### config.mk
export PLATFORM = sky130hd
export DESIGN_NAME = fetch_unit_flat
export DESIGN_NICKNAME = d
export VERILOG_FILES = /design/src/rtl/fetch_unit_if.sv /design/src/rtl/fetch_unit.sv /design/src/flat_wrapper.sv
export SDC_FILE = /design/constraint.sdc
export NUM_CORES = 1
export LEC_CHECK = 0
export CELL_PAD_IN_SITES_DETAIL_PLACEMENT = 1
export CELL_PAD_IN_SITES_GLOBAL_PLACEMENT = 2
export CORE_MARGIN = 2
export CORE_UTILIZATION = 30
export CTS_CLUSTER_SIZE = 16
export DETAILED_ROUTE_END_ITERATION = 10
export PLACE_DENSITY = 0.82
export SYNTH_ARGS = -nofsm -noshare
export SYNTH_HDL_FRONTEND = slang
export SYNTH_SLANG_ARGS = --single-unit
### constraint.sdc
create_clock -name clk -period 3.83 [get_ports clk]
set_input_delay 0.766 -clock clk [delete_from_list [all_inputs] [get_ports clk]]
set_output_delay 0.766 -clock clk [all_outputs]
set_load 0.05 [all_outputs]
### src/rtl/fetch_unit_if.sv
// Fetch-to-decode handshake: holds one fetched instruction until downstream accepts it.
interface fetch_unit_if;
  logic        if_valid;
  logic        if_ready;
  logic [31:0] if_pc;
  logic [31:0] if_instr;

  modport master (output if_valid, output if_pc, output if_instr, input if_ready);
  modport slave  (input if_valid, input if_pc, input if_instr, output if_ready);
endinterface

### src/rtl/fetch_unit.sv
// Instruction fetch stage: PC register, single-entry output register, RUN/HALT control.
// Walks a combinational instruction ROM and halts when the PC runs past its end.
module fetch_unit #(
  parameter logic [31:0] RESET_PC  = 32'h0000_0000,
  parameter int unsigned ROM_WORDS = 256
) (
  input  logic                clk,
  input  logic                rst_n,
  input  logic                stall,
  input  logic                redirect_valid,
  input  logic [31:0]         redirect_pc,
  output logic [31:0]         rom_addr,
  input  logic [31:0]         rom_instr,
  fetch_unit_if.master        fo,
  output logic                halted,
  output logic                misalign_err,
  output logic [31:0]         fetch_count
);

  localparam int unsigned XLEN = 32;
  localparam logic [XLEN:0] ROM_BYTES = 33'(ROM_WORDS) << 2;

  typedef enum logic [0:0] {RUN, HALT} state_e;

  state_e            state_q, state_d;
  logic [XLEN-1:0]   pc_q, pc_d;
  logic              valid_q, valid_d;
  logic [XLEN-1:0]   if_pc_q, if_pc_d;
  logic [XLEN-1:0]   if_instr_q, if_instr_d;
  logic [XLEN-1:0]   count_q, count_d;
  logic              misalign_q, misalign_d;
  logic              fetch_slot;
  logic              in_range;

  // State and datapath registers
  always_ff @(posedge clk or negedge rst_n) begin
    if (!rst_n) begin
      state_q    <= RUN;
      pc_q       <= RESET_PC;
      valid_q    <= 1'b0;
      if_pc_q    <= '0;
      if_instr_q <= '0;
      count_q    <= '0;
      misalign_q <= 1'b0;
    end else begin
      state_q    <= state_d;
      pc_q       <= pc_d;
      valid_q    <= valid_d;
      if_pc_q    <= if_pc_d;
      if_instr_q <= if_instr_d;
      count_q    <= count_d;
      misalign_q <= misalign_d;
    end
  end

  // Next-state: redirect beats everything; otherwise fetch, halt, or drain on accept
  always_comb begin
    state_d    = state_q;
    pc_d       = pc_q;
    valid_d    = valid_q;
    if_pc_d    = if_pc_q;
    if_instr_d = if_instr_q;
    count_d    = count_q;
    misalign_d = misalign_q;
    in_range   = ({1'b0, pc_q} < ROM_BYTES);
    fetch_slot = (state_q == RUN) && !stall && !redirect_valid && (!valid_q || fo.if_ready);

    if (redirect_valid) begin
      pc_d    = {redirect_pc[31:2], 2'b00};
      valid_d = 1'b0;
      state_d = RUN;
      if (redirect_pc[1:0] != 2'b00) misalign_d = 1'b1;
    end else if (fetch_slot) begin
      if (in_range) begin
        if_instr_d = rom_instr;
        if_pc_d    = pc_q;
        valid_d    = 1'b1;
        pc_d       = pc_q + 32'd4;
        count_d    = count_q + 32'd1;
      end else begin
        state_d = HALT;
        valid_d = 1'b0;
      end
    end else if (fo.if_ready) begin
      valid_d = 1'b0;
    end
  end

  assign rom_addr     = pc_q;
  assign fo.if_valid  = valid_q;
  assign fo.if_pc     = if_pc_q;
  assign fo.if_instr  = if_instr_q;
  assign halted       = (state_q == HALT);
  assign misalign_err = misalign_q;
  assign fetch_count  = count_q;

endmodule

### src/flat_wrapper.sv
// flat-port wrapper written by rule: the top's interface ports become plain ports
module fetch_unit_flat 
#(
  parameter logic [31:0] RESET_PC  = 32'h0000_0000,
  parameter int unsigned ROM_WORDS = 256
)
  (clk, rst_n, stall, redirect_valid, redirect_pc, rom_addr, rom_instr, halted, misalign_err, fetch_count, fo_if_valid, fo_if_pc, fo_if_instr, fo_if_ready);
  fetch_unit_if fo_i ();
  input  logic clk;
  input  logic rst_n;
  input  logic stall;
  input  logic redirect_valid;
  input  logic [31:0] redirect_pc;
  output logic [31:0] rom_addr;
  input  logic [31:0] rom_instr;
  output logic halted;
  output logic misalign_err;
  output logic [31:0] fetch_count;
  output wire logic [$bits(fo_i.if_valid)-1:0] fo_if_valid;
  output wire logic [$bits(fo_i.if_pc)-1:0] fo_if_pc;
  output wire logic [$bits(fo_i.if_instr)-1:0] fo_if_instr;
  input wire logic [$bits(fo_i.if_ready)-1:0] fo_if_ready;
  assign fo_if_valid = fo_i.if_valid;
  assign fo_if_pc = fo_i.if_pc;
  assign fo_if_instr = fo_i.if_instr;
  assign fo_i.if_ready = fo_if_ready;
  fetch_unit #(.RESET_PC(RESET_PC), .ROM_WORDS(ROM_WORDS)) u_core (.clk(clk), .rst_n(rst_n), .stall(stall), .redirect_valid(redirect_valid), .redirect_pc(redirect_pc), .rom_addr(rom_addr), .rom_instr(rom_instr), .fo(fo_i), .halted(halted), .misalign_err(misalign_err), .fetch_count(fetch_count));
endmodule
Word level (Yosys, flattened, before mapping)
Index checks and enable logic that the tools add are counted.

storage, ports and cells
  word-level logic and storage cells = 38
  register bits after elaboration = 131
  memory bits (writable) = 0
  memories kept = 0
  ROM bits = 0
  output and inout port bits = 131
  bits in latches = 0
  bits of input ports = 69

operators by class
  add/sub/neg operators = 2
  divide/modulo/power cells = 0
  multipliers = 0
  shift operators = 0
  bitwise operators = 2
  mux-type cells = 10
  equality and inequality tests = 1
  magnitude comparators = 1
  reductions and logical operators = 15

operator list
  kind                     number
  $mux W32                 3
  $add A32 B1 Y32 const B  1
  $add A32 B3 Y32 const B  1
  $lt A32 B11 Y1 const B   1
  $mux W1                  7
  $reduce_and A2 Y1        3
  $reduce_bool A2 Y1       3
  $logic_and A1 B1 Y1      3
  $logic_not A1 Y1         3
  $reduce_and A3 Y1        1
  $reduce_bool A3 Y1       1
  $ne A2 B2 Y1 const B     1
  $not A1 Y1               2
  $logic_or A1 B1 Y1       1

Depth between registers and ports, before layout
  depth after elaboration = 6
  mapped depth = 8
  depth with buffers taken out = 5

Worst setup path before layout
Ideal clock, no wire load.

  kind = input-to-reg
  start = input port redirect_valid
  end = register u_core.count_q[25] (netlist: u_core.fetch_count[25])
  cell stages on the path = 8
  path buffers = 3
  required time = 3748 ps
  setup slack = 1148 ps
  setup time = 82 ps
  arrival = 2600 ps
  path through = clkbuf_1 -> nor2_1 -> or4b_2 -> or3_1 -> buf_6 -> buf_8 -> nor3_1 -> xor2_1

on the way
  cells in the longest elaborated chain, start to end = 4
  elaborated cells on any way between the ends = 5
  classes of those cells = bitwise (1); reduce/logical (4)

RTL lines
  what                              line                RTL
  start, declared                   flat_wrapper.sv:12  input logic redirect_valid;
  $logic_not A1 Y1                  fetch_unit.sv:66    fetch_slot = (state_q == RUN) && !stall && !redirect_valid && (!valid_q || fo.if_ready);
  $logic_and A1 B1 Y1 (2 in a row)  fetch_unit.sv:66
  $reduce_and A3 Y1 (no line) *     -
  end signal, assigned              fetch_unit.sv:51    count_q <= count_d;
  end, declared                     fetch_unit.sv:30    logic [XLEN-1:0] count_q, count_d;

Mark *: on every way between the ends. The rest lies on a longest branch, timed or not.
A chain may end at the register's enable or synchronous reset.

Final worst setup path
  start = input port redirect_valid
  end = register u_core.count_q[29] (netlist: u_core.fetch_count[29])

Same word-level chain as after synthesis.

==> impl_metrics.toml <==
[routing]
highest_layer = "met4"
drt_iter0_drc = 95
viasPerCell = 4.64
drt-total-wl_um = 14700
dr_wl_met2_um = 7880
drc_errors = 0
wl_met3_um = 635
wire_per_inst_um = 17.5
firstDrtPassIters = 4
vias = 3907
antenna_left = 0
drt-met1-wl_um = 5970

[sta]
setup_viol = 0
tns_ps = 0
fmax_ghz = 0.359
tightest_slew_ps = 829
rsz0062_at_grt = "no"
slew_headroom_pct = 44.7
period_minus_slack_ps = 2780
finalClockSkew_ps = 10.5
period_share_pct = 72.7
slew_viol_final = 0
hold_viol = 0
fin_hold_ws_ps = 429

[synthesis]
synth_edf_count = 0
synthArstFlopShare_pct = 100
synth_top_family_by_area = "simple AND/OR/NAND/NOR gates"
synth_seq_area_share_pct = 60.9
synth_mux_area_share_pct = 13.2
yosys_register_bits = 127
avgSynthCellArea_um2 = 13.0
syn-cell-area_um2 = 5220
synth-simple-area-share_pct = 14.0
synth_compound_area_share_pct = 3.04
synth_cell_type_count = 45
synth_fa_ha_area_share_pct = 0.479
synthCells = 402
ys.flop_type = "dfrtp_1"
yosys_warnings = 0
synthXorXnorAreaFrac_pct = 5.37

[clocking]
cts.reportedPaths.clkPinSlew_ps = 60
cts.sink_count = 127
hold_buffers = 0
cts_root_buffer = "clkbuf_16"
clk_latency_ps = 410
post-cts-setup-buffers = 0
ctsResizeCount = 0
htree_levels = 4
cts_tree = "done"
clk_path_buf_depth = 2
cts_made_buffers = 17

[cells_and_area]
layout.nets = 676
design_area_um2 = 8040
layout_commonest_cell = "clkdlybuf4s50_1"
finalNonFillerCells = 842
area_growth_pct = 53.9
fill_cells = 1817
final_cell_mix = "194 x clkdlybuf4s50_1, 127 x dfrtp_1, 61 x mux2_2"
antenna_cells = 0
drive_gt1_share_pct = 17.0

[global_route]
first_global_vias = 4279
antenna_found_initial = 0
grt_overflow = 0
grtUsageTotal_pct = 16.7
grt_pass1_wl_um = 23700
grt_max_degree = 90

[die]
initial_core_util_pct = 30.4
dieArea_um2 = 18500
dieHeight_um = 136
core_area_um2 = 17200
die_width_um = 136
fp-row-count = 48
pin_count = 200

[critical_path]
timing.rr.start = "u_core.rom_addr[24]"
required_ps = 4160
critPathBufInv = 2
crit_path_top_delay_cell = "or4b_2"
cp_max_fo = 25
critPathTopFamily = "simple AND/OR/NAND/NOR gates"
worstSetupStartpointType = "input pin"
arrival_ps = 3110
startpoint = "redirect_valid"
worstPathCellList = "clkdlybuf4s50_1 > nor2_1 > or4b_2 > or3_1 > buf_4 > nor4_1 > xor2_1"
critPathKind = "in -> reg"
end_kind = "flip-flop"
slowest_delay_ps = 600

[outcome]
outcome = "finished, final reports clean"

[placement]
place.gp.congestion = 0.727
dpl.cell_count = 811
postPlaceCellArea_um2 = 7400
io_buffers = 195
hpwl_um = 10500

[worst_hold_path]
min_path_type = "in -> async"

[flow_run]
maxCapViolCount = 0

[power_and_ir_drop]
worst_ir_drop_vdd_mv = 0.288
leakagePower_uw = 0.00354
powerDensity_nw_per_um2 = 448
-- layout make-up --
class	instances	area (um^2)	share of cell area, %
Sequential cell	127	3180	39.6
Timing Repair Buffer	201	2010	25.0
Multi-Input combinational cell	248	1900	23.6
Clock buffer	22	474	5.90
Tap cell	225	282	3.50
Clock inverter	9	158	1.96
Inverter	10	37.5	0.467
-- power breakdown --
part	switching [uW]	internal (uW)	leakage, uW
registers	50.9	1390	0.00166
logic	263	175	0.00158
clock network	582	1140	0.000302
total	896	2700	0.00354
-- routing by layer --
metal  up-vias  track usage, %
met4         0            5.67
li1       1804               -
met3        16            4.25
met5         -               0
met2        91            29.2
met1      1996            19.9
-- state kept, by name, indices dropped and copies added, names as in the netlist --
register / flops
u_core.halted: 1
u_core.misalign_err: 1
u_core.rom_addr: 30
u_core.fetch_count: 32
u_core.fo.if_instr: 32
u_core.fo.if_valid: 1
u_core.fo.if_pc: 30
-- final timing paths --
path                                           to  slack [ps]  cells after the start
max in group asynchronous  u_core.fo.if_instr[11]        2590                      2
hold reg to reg               u_core.misalign_err         460                      1
min in group clk              u_core.misalign_err         460                      1
setup / recovery           u_core.fetch_count[29]        1050                      7
hold / removal                u_core.rom_addr[18]         430                      1
setup reg to reg            u_core.fo.if_instr[2]        1130                      5
-- Yosys cell counts, types with 3 or more instances --
library cell | n | area share [%]
nand3_1 | 14 | 1.3
and2_1 | 22 | 2.6
a21oi_1 | 3 | 0.29
buf_2 | 4 | 0.38
xnor2_1 | 10 | 1.7
buf_4 | 4 | 0.58
nand4_1 | 10 | 1.2
dfrtp_1 | 127 | 61
nand2_1 | 20 | 1.4
and3_1 | 4 | 0.48
nor3_1 | 12 | 1.2
xor2_1 | 22 | 3.7
nor4_1 | 10 | 1.2
mux2_2 | 61 | 13
nor2_1 | 17 | 1.2
inv_1 | 10 | 0.72
clkbuf_1 | 9 | 0.65
o21ai_0 | 5 | 0.48
-- through the flow --
step | worst slack (ps) | util [%] | total power [uW]
final | 1050 | 46.8 | 3600
after global routing | 866 | 46.8 | 3740
after CTS | 1060 | 46.8 | 3650
after detailed placement | 635 | 43.1 | 1900
after global placement | 648 | 43.1 | 1900
after floorplan | 1150 | - | 1690
-- cell families after synthesis --
logic type | Yosys count
AO/OA/AOI/OAI | 23
XOR/XNOR | 32
adder cells (fa/ha/maj) | 2
buffers and inverters | 30
flip-flops | 127
multiplexers | 61
other | 1
AND/OR/NAND/NOR | 126
No activity file was read; power rests on OpenSTA's default activity.
